<file path="config.mk">
export PLATFORM = sky130hd
export DESIGN_NAME = sync_fifo_flags
export DESIGN_NICKNAME = d
export VERILOG_FILES = /design/src/rtl/sync_fifo_flags.sv
export SDC_FILE = /design/constraint.sdc
export NUM_CORES = 1
export LEC_CHECK = 0
export CORE_ASPECT_RATIO = 0.5
export CORE_UTILIZATION = 50
export DETAILED_ROUTE_END_ITERATION = 7
export PLACE_DENSITY = 0.65
export SETUP_SLACK_MARGIN = 0.02
export SLEW_MARGIN = 20
export SYNTH_ARGS = -nofsm -noshare
export SYNTH_HDL_FRONTEND = slang
export SYNTH_SLANG_ARGS = --single-unit
</file>
<file path="constraint.sdc">
create_clock -name clk -period 3.5 [get_ports clk]
set_input_delay 0.7 -clock clk [delete_from_list [all_inputs] [get_ports clk]]
set_output_delay 0.7 -clock clk [all_outputs]
set_load 0.1 [all_outputs]
</file>
<file path="src/rtl/sync_fifo_flags.sv">
// Single-clock FIFO with registered occupancy flags, programmable thresholds and overflow/underflow pulses.
// Define SYNC_FIFO_WATERMARK_EN to add the peak-occupancy tracker (wm_clr / max_cnt).
module sync_fifo_flags #(
    parameter int DATA_WIDTH = 8,
    parameter int DATA_DEPTH = 16,
    parameter int ADDR_WIDTH = 4,
    parameter int AFULL_TH   = 12,
    parameter int AEMPTY_TH  = 2
) (
    input  logic                  clk,
    input  logic                  rst,
    input  logic                  wr_en,
    input  logic [DATA_WIDTH-1:0] wr_data,
    input  logic                  rd_en,
    output logic [DATA_WIDTH-1:0] rd_data,
    output logic                  rd_vld,
    output logic                  empty,
    output logic                  full,
    output logic                  almost_empty,
    output logic                  almost_full,
    output logic [ADDR_WIDTH:0]   fifo_cnt,
    output logic                  overflow,
    output logic                  underflow
`ifdef SYNC_FIFO_WATERMARK_EN
    ,
    input  logic                  wm_clr,
    output logic [ADDR_WIDTH:0]   max_cnt
`endif
);

    localparam logic [ADDR_WIDTH:0] DEPTH_C = (ADDR_WIDTH+1)'(DATA_DEPTH);
    localparam logic [ADDR_WIDTH:0] AF_C    = (ADDR_WIDTH+1)'(AFULL_TH);
    localparam logic [ADDR_WIDTH:0] AE_C    = (ADDR_WIDTH+1)'(AEMPTY_TH);

    logic [DATA_WIDTH-1:0] r_mem [DATA_DEPTH];
    logic [ADDR_WIDTH:0]   r_wr_ptr, r_rd_ptr, r_cnt;
    logic [DATA_WIDTH-1:0] r_rd_data;
    logic                  r_rd_vld, r_empty, r_full, r_aempty, r_afull, r_ovf, r_udf;

    logic                  w_rd_acc, w_wr_acc;
    logic [ADDR_WIDTH:0]   w_cnt_next;
    logic [ADDR_WIDTH:0]   w_wr_inc, w_rd_inc;

    // A full FIFO still takes a write when the same edge frees a slot; empty never bypasses.
    assign w_rd_acc   = rd_en & ~r_empty;
    assign w_wr_acc   = wr_en & (~r_full | w_rd_acc);
    assign w_wr_inc   = {{ADDR_WIDTH{1'b0}}, w_wr_acc};
    assign w_rd_inc   = {{ADDR_WIDTH{1'b0}}, w_rd_acc};
    assign w_cnt_next = r_cnt + w_wr_inc - w_rd_inc;

    always_ff @(posedge clk) begin
        if (w_wr_acc)
            r_mem[r_wr_ptr[ADDR_WIDTH-1:0]] <= wr_data;
    end

    always_ff @(posedge clk or posedge rst) begin
        if (rst) begin
            r_wr_ptr  <= '0;
            r_rd_ptr  <= '0;
            r_cnt     <= '0;
            r_rd_data <= '0;
            r_rd_vld  <= 1'b0;
            r_empty   <= 1'b1;
            r_full    <= 1'b0;
            r_aempty  <= 1'b1;
            r_afull   <= 1'b0;
            r_ovf     <= 1'b0;
            r_udf     <= 1'b0;
        end else begin
            r_wr_ptr <= r_wr_ptr + w_wr_inc;
            r_rd_ptr <= r_rd_ptr + w_rd_inc;
            r_cnt    <= w_cnt_next;
            r_rd_vld <= w_rd_acc;
            // Read of the slot being overwritten at full returns the old word.
            if (w_rd_acc)
                r_rd_data <= r_mem[r_rd_ptr[ADDR_WIDTH-1:0]];
            r_empty  <= (w_cnt_next == '0);
            r_full   <= (w_cnt_next == DEPTH_C);
            r_aempty <= (w_cnt_next <= AE_C);
            r_afull  <= (w_cnt_next >= AF_C);
            r_ovf    <= wr_en & ~w_wr_acc;
            r_udf    <= rd_en & ~w_rd_acc;
        end
    end

`ifdef SYNC_FIFO_WATERMARK_EN
    logic [ADDR_WIDTH:0] r_max_cnt;

    always_ff @(posedge clk or posedge rst) begin
        if (rst)
            r_max_cnt <= '0;
        else if (wm_clr)
            r_max_cnt <= w_cnt_next;
        else if (w_cnt_next > r_max_cnt)
            r_max_cnt <= w_cnt_next;
    end

    assign max_cnt = r_max_cnt;
`endif

    assign rd_data      = r_rd_data;
    assign rd_vld       = r_rd_vld;
    assign empty        = r_empty;
    assign full         = r_full;
    assign almost_empty = r_aempty;
    assign almost_full  = r_afull;
    assign fifo_cnt     = r_cnt;
    assign overflow     = r_ovf;
    assign underflow    = r_udf;

endmodule
</file>
==> reports/qor.yml <==
hold_viol_final: 0
rrSetupSlack_ps: 510
core-area_mm2: 0.0119
firstDrtPassIters: 5
grt_max_degree: 29
cp_slowest_cell: "clkdlybuf4s50_1"
finalSetupViolCount: 0
whs_ps: 542
via_per_inst: 5.68
fin_setup_tns_ps: 0
multi_input_area_mm2: 0.00150
place_hpwl_um: 8330
fmax_mhz: 316
clock_sinks: 156
min_from: "rd_data[5]"
io_buffers: 31
core.rowCount: 28
rsz0062_at_grt: "no"
cp.required_ps: 3790
placed_area_mm2: 0.00675
yosys-top-cells-count: "edfxtp_1 (128), mux2i_1 (40), dfrtp_1 (26)"
grt_pass1_vias: 3308
synth_area_leaders: "edfxtp_1 (62%), dfrtp_1 (10%), mux2i_1 (6.4%)"
cts_hold_buf: 0
slew_violations: 0
ant_nets: 0
finalClockSkew_ps: 10.9
start_util_pct: 52.0
diodes: 0
gp_congestion: 0.853
synth_seq_area_share_pct: 73.2
critPathTopFamily: "simple AND/OR/NAND/NOR gates"
yosysUniqueCellTypes: 40
seq_area_mm2: 0.00455
synth_edf_count: 128
async_flop_share_pct: 17.9
synth_area_per_cell_um2: 17.2
path_cells: "clkdlybuf4s50_1 -> nand2b_1 -> inv_4 -> o21ai_1 -> ha_1 -> inv_1 -> ha_1 -> inv_1 -> fa_1 -> xor2_1 -> inv_1 -> or3_1 -> nor4b_1"
cts_tree: "built"
synth.cell_area_mm2: 0.00621
grt_overflow: 0
grt_pass1_wl_um: 19000
max_stage_delay_ps: 430
cts_resized: 0
post_cts_buffers: 0
vias: 3363
ys_ff_latch: 156
die_w_um: 160
place_ws_ps: -51.8
relSlewSlack_pct: 33.4
clockBufferDepth: 2
root_buffer: "clkbuf_16"
r2r_cells: 12
routed_wirelength_um: 12500
worst_slew_pin_slew_ps: 995
yosysWarnings: 0
htreeDepth: 4
syn2layout_area_growth_pct: 18.2
grt_use_met3_pct: 6.79
antenna_found_initial: 0
ir_worst_vdd_mv: 0.809
grt.met2_usage_pct: 31.8
grt_usage_pct: 20.9
die_h_um: 80.8
wl_per_cell_um: 21.1
cp_common_cell: "inv_1"
yosys.area.top_type: "edfxtp_1"
fin_nets: 436
fin_crit_sh_pct: 90.3
start_kind: "primary input"
leakagePower_uw: 0.00267
powerDensity_mw_per_mm2: 955
hold_path.class: "flip-flop to flip-flop"
holdPathStages: 2
period_needed_ps: 3160
nFillCells: 841
critPathBufInv: 5
initialDrtViolationCount: 332
status: "complete, no violations"
drc: 0
worstPathArrival_ps: 3450
dieArea_mm2: 0.0129
clock_latency_ps: 420
ys.flop_type: "edfxtp_1"
worstHoldEndpoint: "rd_data[5]"
cp_max_fo: 12
design_area_mm2: 0.00734
reg2reg_to: "empty"
yosysMostFrequentCell: "edfxtp_1"
cp-end-kind: "flip-flop"
r2r_start: "empty"
top_usage_layer: "met2"
netlist.area_leader.share_pct: 61.9
io_pins: 32
synthesis.instances: 361
drive_gt1_share_pct: 14.5
synth_nets: 383
critical_path_class: "primary input to flip-flop"
cts_made_buffers: 17
use_met1_pct: 28.2
worst_slack_ps: 339
cap_violations: 0
utilization_pct: 61.4
clkTransAtPathRegs_ps: 60
[stage by stage]
stage	total power [uW]	std cells
after detailed placement	5220	560
after CTS	7010	592
after floorplan	4530	361
final	7010	592
after global placement	5140	560
after global routing	7300	592
[worst register-to-register path, stage by stage, from the launching register on]
cell and delay [ps]:
dfstp_2 540, nand2b_1 180, inv_4 90, o21ai_1 210, ha_1 260, inv_1 60, ha_1 150, inv_1 50
fa_1 390, xor2_1 140, inv_1 100, or3_1 340, nor4b_1 370
[worst max path at each step]
stage                from     to  slack [ps]  depth (start not counted)
finish              rd_en  empty         340                         13
global route        rd_en  empty         220                         13
CTS                 rd_en  empty         360                         13
detailed placement  rd_en  empty         -50                         13
global placement    rd_en  empty         140                         13
floorplan           empty  empty         360                         13
[report_power, final]
group,internal [uW],switching (uW),leakage [uW]
Clock,1060,736,0.000281
Sequential,2330,317,0.00148
Combinational,867,1700,0.000908
[flip-flops by register name, indices dropped and copies added, names as in the netlist]
name / count
almost_empty: 1
almost_full: 1
empty: 1
fifo_cnt: 5
full: 1
overflow: 1
r_mem: 128
r_rd_ptr: 4
r_wr_ptr: 4
rd_data: 8
rd_vld: 1
underflow: 1
[logic make-up after synthesis]
| group | after synthesis | synth area share, % |
|---|---|---|
| xor+xnor | 7 | 0.988 |
| buf+inv | 29 | 2.62 |
| flops | 156 | 73.2 |
| compound gates | 49 | 4.70 |
| mux | 52 | 11.3 |
| simple gates | 58 | 4.98 |
| fa+ha+maj | 10 | 2.14 |
[cell usage in the layout, fill, tap and decap left out, types with 2 or more instances in the layout]
cell type	instances
clkdlybuf4s50_1	29
o21ai_0	2
nor2b_1	3
nand3_1	5
nand3b_1	5
xor2_1	4
and3_1	2
clkinvlp_4	2
or3_1	3
nor4b_1	2
dfstp_2	2
inv_1	11
mux2i_1	40
inv_6	6
a21oi_1	18
ha_1	9
a21o_1	2
mux4_1	9
nor3_1	9
edfxtp_1	128
mux4_2	3
nor2_1	21
xnor2_1	3
clkinv_4	2
clkinv_2	2
buf_4	21
nand2b_1	3
bufinv_16	2
clkbuf_16	17
dfrtp_1	25
a211oi_1	4
o22ai_1	20
[area by class of cell]
| type | count | share of cell area [%] |
|---|---|---|
| clock inverters | 15 | 2.18 |
| inverters | 13 | 0.699 |
| repair buffers | 50 | 6.10 |
| flip-flops and latches | 156 | 62.0 |
| clock buffers | 17 | 5.80 |
| well taps | 165 | 2.81 |
| multi-input cells | 176 | 20.4 |
[per-layer routing]
metal	part of all wire (%)	routed length [um]
met1	46	5730
met2	45	5570
met3	7.9	986
met4	1.5	189
met5	0	0
Note: power is estimated with default switching activity, not from simulation.
